`config.mk`:
```
export PLATFORM = sky130hd
export DESIGN_NAME = axil_weight_loader
export DESIGN_NICKNAME = d
export VERILOG_FILES = /design/src/rtl/axil_weight_loader.sv
export SDC_FILE = /design/constraint.sdc
export NUM_CORES = 1
export LEC_CHECK = 0
export BUFFER_PORTS_ARGS = -buffer_cell sky130_fd_sc_hd__clkbuf_2
export CORE_UTILIZATION = 50
export DETAILED_ROUTE_END_ITERATION = 10
export GPL_ROUTABILITY_DRIVEN = 0
export HOLD_SLACK_MARGIN = 0.15
export PLACE_DENSITY_LB_ADDON = 0.12
export SLEW_MARGIN = 0
export SYNTH_ARGS = -nofsm -noshare
export SYNTH_HDL_FRONTEND = slang
export SYNTH_SLANG_ARGS = --single-unit
```
`constraint.sdc`:
```
create_clock -name clk -period 3 [get_ports clk]
set_clock_uncertainty 0.05 [all_clocks]
set_input_delay 0.15 -clock clk [delete_from_list [all_inputs] [get_ports clk]]
set_output_delay 0.15 -clock clk [all_outputs]
set_load 0.1 [all_outputs]
```
`src/rtl/axil_weight_loader.sv`:
```
// -----------------------------------------------------------------------------
// axil_weight_loader
//
// Streams 16-bit synaptic weights into a memory-mapped weight store over an
// AXI4-Lite master write port. Each weight goes to base_addr + 4*index as a
// 32-bit word with only the low two byte lanes enabled. Only one write is ever
// outstanding: the next weight is not fetched until the B response of the
// previous write has been received. An error response aborts the load, sets
// the sticky error flag and records the failing index.
//
// Optional build feature (macro AXIL_WLOAD_READBACK_EN):
//   After every successful write the word is read back over the AXI4-Lite
//   read port and compared. A mismatch or a non-OKAY read response aborts the
//   load like a write error. With the macro undefined the read port is tied
//   to zero and its inputs are ignored.
//
// Ports
//   clk, rst           rising-edge clock, synchronous active-high reset
//   start              one-cycle load request, accepted only when idle
//   base_addr, count   byte address of weight 0 and number of weights,
//                      sampled when start is accepted
//   w_data/w_valid/w_ready   incoming weight stream
//   m_axi_aw*, m_axi_w*, m_axi_b*   AXI4-Lite write channels (master)
//   m_axi_ar*, m_axi_r*             AXI4-Lite read channels (master)
//   busy               high in every state except idle
//   done               one-cycle pulse at the end of every load
//   error, err_index   sticky failure flag and index of the failing weight
// -----------------------------------------------------------------------------
module axil_weight_loader #(
    parameter int COUNT_W = 17
) (
    input  logic               clk,
    input  logic               rst,
    input  logic               start,
    input  logic [31:0]        base_addr,
    input  logic [COUNT_W-1:0] count,
    input  logic [15:0]        w_data,
    input  logic               w_valid,
    output logic               w_ready,
    output logic [31:0]        m_axi_awaddr,
    output logic               m_axi_awvalid,
    input  logic               m_axi_awready,
    output logic [31:0]        m_axi_wdata,
    output logic [3:0]         m_axi_wstrb,
    output logic               m_axi_wvalid,
    input  logic               m_axi_wready,
    input  logic [1:0]         m_axi_bresp,
    input  logic               m_axi_bvalid,
    output logic               m_axi_bready,
    output logic [31:0]        m_axi_araddr,
    output logic               m_axi_arvalid,
    input  logic               m_axi_arready,
    input  logic [31:0]        m_axi_rdata,
    input  logic [1:0]         m_axi_rresp,
    input  logic               m_axi_rvalid,
    output logic               m_axi_rready,
    output logic               busy,
    output logic               done,
    output logic               error,
    output logic [COUNT_W-1:0] err_index
);

    typedef enum logic [2:0] {
        S_IDLE,
        S_FETCH,
        S_WRITE,
        S_RESP,
`ifdef AXIL_WLOAD_READBACK_EN
        S_READ,
        S_RDATA,
`endif
        S_DONE
    } state_t;

    state_t             state;
    state_t             state_nx;

    logic [31:0]        base_r;
    logic [COUNT_W-1:0] count_r;
    logic [COUNT_W-1:0] index_r;
    logic [COUNT_W-1:0] index_inc;
    logic               last;
    logic               aw_done;    // AW handshake already completed this write
    logic               w_done;     // W handshake already completed this write
    logic               aw_fin;
    logic               w_fin;
    logic               advance;    // current weight finished cleanly
    logic               fail;       // current weight failed, abort the load

    assign index_inc = index_r + 1'b1;
    assign last      = (index_inc == count_r);

    // A channel is finished once its handshake happens now or happened earlier.
    assign aw_fin = aw_done | (m_axi_awvalid & m_axi_awready);
    assign w_fin  = w_done  | (m_axi_wvalid  & m_axi_wready);

    // -------------------------------------------------------------------------
    // Next-state logic
    // -------------------------------------------------------------------------
    always_comb begin
        // NOTE: every variable gets a default before the case so no path can
        // leave one unassigned and infer a latch.
        state_nx = state;
        advance  = 1'b0;
        fail     = 1'b0;

        unique case (state)
            S_IDLE: begin
                if (start) begin
                    state_nx = (count == '0) ? S_DONE : S_FETCH;
                end
            end
            S_FETCH: begin
                if (w_valid) begin
                    state_nx = S_WRITE;
                end
            end
            S_WRITE: begin
                if (aw_fin && w_fin) begin
                    state_nx = S_RESP;
                end
            end
            S_RESP: begin
                if (m_axi_bvalid) begin
                    if (m_axi_bresp != 2'b00) begin
                        fail = 1'b1;
                    end else begin
`ifdef AXIL_WLOAD_READBACK_EN
                        state_nx = S_READ;
`else
                        advance = 1'b1;
`endif
                    end
                end
            end
`ifdef AXIL_WLOAD_READBACK_EN
            S_READ: begin
                if (m_axi_arready) begin
                    state_nx = S_RDATA;
                end
            end
            S_RDATA: begin
                if (m_axi_rvalid) begin
                    // The written word is still held on wdata, so compare to it.
                    if (m_axi_rresp == 2'b00 && m_axi_rdata == m_axi_wdata) begin
                        advance = 1'b1;
                    end else begin
                        fail = 1'b1;
                    end
                end
            end
`endif
            S_DONE: begin
                state_nx = S_IDLE;
            end
            default: begin
                state_nx = S_IDLE;
            end
        endcase

        if (fail) begin
            state_nx = S_DONE;
        end else if (advance) begin
            state_nx = last ? S_DONE : S_FETCH;
        end
    end

    // -------------------------------------------------------------------------
    // State and registered outputs. Handshake outputs are decoded from the
    // next state so each one is valid in the first cycle of its state.
    // -------------------------------------------------------------------------
    always_ff @(posedge clk) begin
        if (rst) begin
            // NOTE: every register is reset here, including address and data,
            // because all outputs must read zero straight after reset.
            state         <= S_IDLE;
            base_r        <= '0;
            count_r       <= '0;
            index_r       <= '0;
            aw_done       <= 1'b0;
            w_done        <= 1'b0;
            w_ready       <= 1'b0;
            m_axi_awaddr  <= '0;
            m_axi_awvalid <= 1'b0;
            m_axi_wdata   <= '0;
            m_axi_wstrb   <= '0;
            m_axi_wvalid  <= 1'b0;
            m_axi_bready  <= 1'b0;
            busy          <= 1'b0;
            done          <= 1'b0;
            error         <= 1'b0;
            err_index     <= '0;
        end else begin
            // NOTE: non-blocking assignments so every register samples the
            // values from before this edge, independent of statement order.
            state         <= state_nx;
            busy          <= (state_nx != S_IDLE);
            done          <= (state_nx == S_DONE);
            w_ready       <= (state_nx == S_FETCH);
            m_axi_bready  <= (state_nx == S_RESP);

            // Each valid drops the cycle after its own handshake.
            m_axi_awvalid <= (state_nx == S_WRITE) && !aw_fin;
            m_axi_wvalid  <= (state_nx == S_WRITE) && !w_fin;
            aw_done       <= (state_nx == S_WRITE) && aw_fin;
            w_done        <= (state_nx == S_WRITE) && w_fin;

            if (state == S_IDLE && start) begin
                base_r  <= base_addr;
                count_r <= count;
                index_r <= '0;
                error   <= 1'b0;
            end

            if (state == S_FETCH && w_valid) begin
                // 32-bit add wraps naturally past 0xFFFFFFFC.
                m_axi_awaddr <= base_r + (32'(index_r) << 2);
                m_axi_wdata  <= {16'h0000, w_data};
                m_axi_wstrb  <= 4'b0011;
            end

            if (advance) begin
                index_r <= index_inc;
            end

            if (fail) begin
                error     <= 1'b1;
                err_index <= index_r;
            end
        end
    end

`ifdef AXIL_WLOAD_READBACK_EN
    always_ff @(posedge clk) begin
        if (rst) begin
            m_axi_araddr  <= '0;
            m_axi_arvalid <= 1'b0;
            m_axi_rready  <= 1'b0;
        end else begin
            m_axi_arvalid <= (state_nx == S_READ);
            m_axi_rready  <= (state_nx == S_RDATA);
            if (state == S_RESP && state_nx == S_READ) begin
                m_axi_araddr <= m_axi_awaddr;
            end
        end
    end
`else
    assign m_axi_araddr  = '0;
    assign m_axi_arvalid = 1'b0;
    assign m_axi_rready  = 1'b0;

    // Read-channel inputs have no function without readback.
    logic rd_unused;
    assign rd_unused = ^{m_axi_arready, m_axi_rdata, m_axi_rresp, m_axi_rvalid};
`endif

endmodule

```
==> impl_metrics.env <==
export IMPL_fp_dieW_um=123.1
export IMPL_io_pin_count=236
export IMPL_critical_path_startpoint_type="flip-flop"
export IMPL_setup_worst_path_start="index_r[4]"
export IMPL_detail_route_antenna_nets=0
export IMPL_layout_setup_ws_ps=277.9
export IMPL_setup_viol=0
export IMPL_proportion_of_synthesized_area_in_mux_cells=0.001365
export IMPL_p_int_mw=3.645
export IMPL_h_tree_depth=4
export IMPL_max_vdd_ir_drop_mv=0.3759
export IMPL_worst_setup_path_end_kind="flip-flop"
export IMPL_via_count=7258
export IMPL_synth_cells=956
export IMPL_yosys_warnings=0
export IMPL_synthAdderAreaFrac=0.03497
export IMPL_crit_end="m_axi_awaddr[28]"
export IMPL_r2r_setup_slack_ps=280
export IMPL_post_synth_instance_area_mm2=0.007335
export IMPL_path_class="reg -> reg"
export IMPL_finalCriticalPeriod_ps=2722
export IMPL_drtIter0Drc=522
export IMPL_simple_gate_area_share_of_the_yosys_netlist=0.2356
export IMPL_reg2reg_to="m_axi_awaddr[28]"
export IMPL_io_buffer_count=147
export IMPL_dpl_hpwl_um=13390
export IMPL_timing_critical_path_fanout_max=11
export IMPL_hold_class="in -> reg"
export IMPL_layout_worst_path_cycle_share=0.9074
export IMPL_timing_fmax_mhz=367.4
export IMPL_core_mm2=0.01410
export IMPL_synth_distinct_cells=63
export IMPL_share_of_the_synthesized_netlist_area_taken_by_xor_and_xnor_gates=0.04777
export IMPL_timing_hold_violations_final=0
export IMPL_post_synth_most_frequent_cells="236 x sky130_fd_sc_hd__nand2_1, 144 x sky130_fd_sc_hd__dfxtp_1, 138 x sky130_fd_sc_hd__a21oi_1"
export IMPL_first_global_vias=6810
export IMPL_path_clk_slew_ps=60
export IMPL_synth_ff_latch_count=144
export IMPL_vias_per_cell=5.333
export IMPL_post_synth_top_count_cell="sky130_fd_sc_hd__nand2_1"
export IMPL_compound_gate_fraction_of_synth_area=0.1876
export IMPL_final_nets=1298
export IMPL_cts_tree="yes"
export IMPL_detailedPlace_worstSlack_ps=234.6
export IMPL_synth_avg_cell_area_um2=7.672
export IMPL_number_of_antenna_violations_at_the_first_check_in_global_routing=0
export IMPL_share_of_flip_flops_with_an_asynchronous_set_or_reset_after_synthesis=0
export IMPL_main_combinational_cell_family_by_area_after_synthesis="simple AND/OR/NAND/NOR gates"
export IMPL_post_synth_top_area_fraction=0.3930
export IMPL_stdcell_count=1361
export IMPL_p_leak_nw=4.040
export IMPL_layout_area_overhead_vs_synth_pct=29.60
export IMPL_synth_ff_type="sky130_fd_sc_hd__dfxtp_1"
export IMPL_insertion_delay_ps=420
export IMPL_totalWireLength_um=20340
export IMPL_worst_endpoint_required_ps=3240
export IMPL_p_clk_frac=0.418
export IMPL_post_route_cells_drive_above_1_share=0.1787
export IMPL_timing_final_max_slew_violations=0
export IMPL_wl_per_cell_um=14.94
export IMPL_reg2reg_from="index_r[4]"
export IMPL_numClockSinks=144
export IMPL_grt_max_degree=56
export IMPL_synth_sequential_area_ratio=0.3930
export IMPL_global_route_overflow_total=0
export IMPL_chipHeight_um=123.1
export IMPL_worstPathArrival_ps=2960
export IMPL_slew_headroom=0.1835
export IMPL_final_hold_worst_slack_ps=185.0
export IMPL_comb_power_share=0.190
export IMPL_dieArea_mm2=0.01516
export IMPL_post_cts_buffers=0
export IMPL_detail_route_first_pass_iterations=5
export IMPL_cts_buffers=17
export IMPL_antenna_diode_count=0
export IMPL_synth_largest_area_cell="sky130_fd_sc_hd__dfxtp_1"
export IMPL_initial_core_util=0.5203
export IMPL_powerDensity_mw_per_mm2=550.5
export IMPL_synth_edf_count=0
export IMPL_power_switching_mw=1.588
export IMPL_worst_pin_slew_ps=1217
export IMPL_first_pass_grt_wire_length_um=32540
export IMPL_placedCellCount=1241
export IMPL_num_rows=43
export IMPL_global_route_usage_total=0.2754
export IMPL_seq_power_share=0.392
export IMPL_r2r_worst_path_cells=8
export IMPL_setup_repair_after_global_routing_missed_its_margin="false"
export IMPL_cts_path_max_buffers=2
export IMPL_clock_root_buffer="sky130_fd_sc_hd__clkbuf_16"
export IMPL_power_share_switching=0.3035
export IMPL_synth_area_leaders="sky130_fd_sc_hd__dfxtp_1 39%, sky130_fd_sc_hd__nand2_1 12%, sky130_fd_sc_hd__a21oi_1 9.4%"
export IMPL_number_of_remaining_drc_errors=0
export IMPL_tns_setup_ps=0
export IMPL_cap_violations=0
export IMPL_result_of_the_run="finished clean"
## layout make-up
class / count / area, µm²
inverter: 16 / 60.06
tap: 180 / 225.2
clock inverter: 5 / 100.1
fill: 1200 / 4591
multi-input combinational: 732 / 3934
clock buffer: 26 / 509.2
sequential: 144 / 2883
timing repair buffer: 258 / 1794
## power groups by stage
stage | logic (mW) | clock network, mW | registers, mW
6_report | 0.995 | 2.19 | 2.05
5_1_grt | 1.06 | 2.28 | 2.06
4_1_cts | 0.986 | 2.21 | 2.05
3_5_place_dp | 0.888 | 0 | 2.09
3_3_place_gp | 0.884 | 0 | 2.09
2_1_floorplan | 0.611 | 0 | 2.25
## sequential cells by signal, indices dropped and copies added (netlist names)
signal,count
error,1
index_r,17
m_axi_wstrb,1
base_r,32
done,1
m_axi_awvalid,1
count_r,17
w_done,1
m_axi_wvalid,1
err_index,17
w_ready,1
m_axi_awaddr,32
m_axi_wdata,16
aw_done,1
busy,1
state,3
m_axi_bready,1
## timing repair
action	4_1_cts	5_1_grt
hold buffers	89	0
endpoints found under the setup margin	0	1
resized for setup	0	1
hold endpoints to repair	75	0
## metal layers
metal / vias up / track usage / part of all wire
li1: 3627 / - / -
met5: - / 0 / 0
met2: 257 / 0.4860 / 0.48
met4: 0 / 0.1182 / 0.026
met3: 35 / 0.05166 / 0.060
met1: 3339 / 0.3253 / 0.43
## worst min path at each step
stage,from,to,slack (ps),cells after the start
5_1_grt,m_axi_bvalid,err_index[15],230,5
4_1_cts,m_axi_bvalid,err_index[15],170,5
3_3_place_gp,base_addr[22],base_r[22],330,3
6_report,m_axi_bvalid,err_index[15],180,5
3_5_place_dp,base_addr[11],base_r[11],330,3
2_1_floorplan,base_addr[0],base_r[0],240,2
## logic make-up after synthesis
| family | count (synthesis) |
|---|---|
| AO/OA/AOI/OAI | 239 |
| buffers and inverters | 131 |
| adder cells (fa/ha/maj) | 20 |
| AND/OR/NAND/NOR | 380 |
| other | 1 |
| multiplexers | 1 |
| XOR/XNOR | 40 |
| flip-flops | 144 |
## through the flow
step	util	total power [mW]	cell area [µm²]
after floorplan	-	2.865	7526
after global placement	0.5675	2.974	7999
after detailed placement	0.5675	2.980	7999
after CTS	0.6739	5.249	9499
after global routing	0.6743	5.405	9505
final	0.6743	5.233	9505
## layout by cell type, fill, tap and decap left out, types with 3 or more instances in the layout
master / instances
sky130_fd_sc_hd__a211oi_1: 9
sky130_fd_sc_hd__a21o_1: 8
sky130_fd_sc_hd__a21oi_1: 138
sky130_fd_sc_hd__a311oi_1: 4
sky130_fd_sc_hd__a31oi_1: 8
sky130_fd_sc_hd__and2_1: 4
sky130_fd_sc_hd__and3_1: 8
sky130_fd_sc_hd__and4_1: 7
sky130_fd_sc_hd__buf_4: 23
sky130_fd_sc_hd__bufinv_16: 3
sky130_fd_sc_hd__clkbuf_1: 4
sky130_fd_sc_hd__clkbuf_16: 17
sky130_fd_sc_hd__clkbuf_2: 146
sky130_fd_sc_hd__clkbuf_8: 5
sky130_fd_sc_hd__conb_1: 52
sky130_fd_sc_hd__dfxtp_1: 144
sky130_fd_sc_hd__dlygate4sd3_1: 89
sky130_fd_sc_hd__ha_1: 18
sky130_fd_sc_hd__inv_1: 16
sky130_fd_sc_hd__nand2_1: 236
sky130_fd_sc_hd__nand2b_1: 4
sky130_fd_sc_hd__nand3_1: 18
sky130_fd_sc_hd__nand3b_1: 3
sky130_fd_sc_hd__nand4_1: 10
sky130_fd_sc_hd__nor2_1: 36
sky130_fd_sc_hd__nor3_1: 22
sky130_fd_sc_hd__nor4_1: 8
sky130_fd_sc_hd__nor4b_1: 3
sky130_fd_sc_hd__o211ai_1: 8
sky130_fd_sc_hd__o21ai_0: 34
sky130_fd_sc_hd__o22ai_1: 4
sky130_fd_sc_hd__or3_1: 6
sky130_fd_sc_hd__xnor2_1: 31
sky130_fd_sc_hd__xor2_1: 9
## worst max-delay path, cell delays in order (launching register included)
cell and delay (ps):
sky130_fd_sc_hd__dfxtp_1 600, sky130_fd_sc_hd__ha_1 400, sky130_fd_sc_hd__a21oi_1 260, sky130_fd_sc_hd__a31oi_2 170, sky130_fd_sc_hd__a21oi_1 480, sky130_fd_sc_hd__o21ai_0 200
sky130_fd_sc_hd__buf_4 170, sky130_fd_sc_hd__mux2i_1 150, sky130_fd_sc_hd__o22ai_1 90
(Power assumes the default switching activity.)
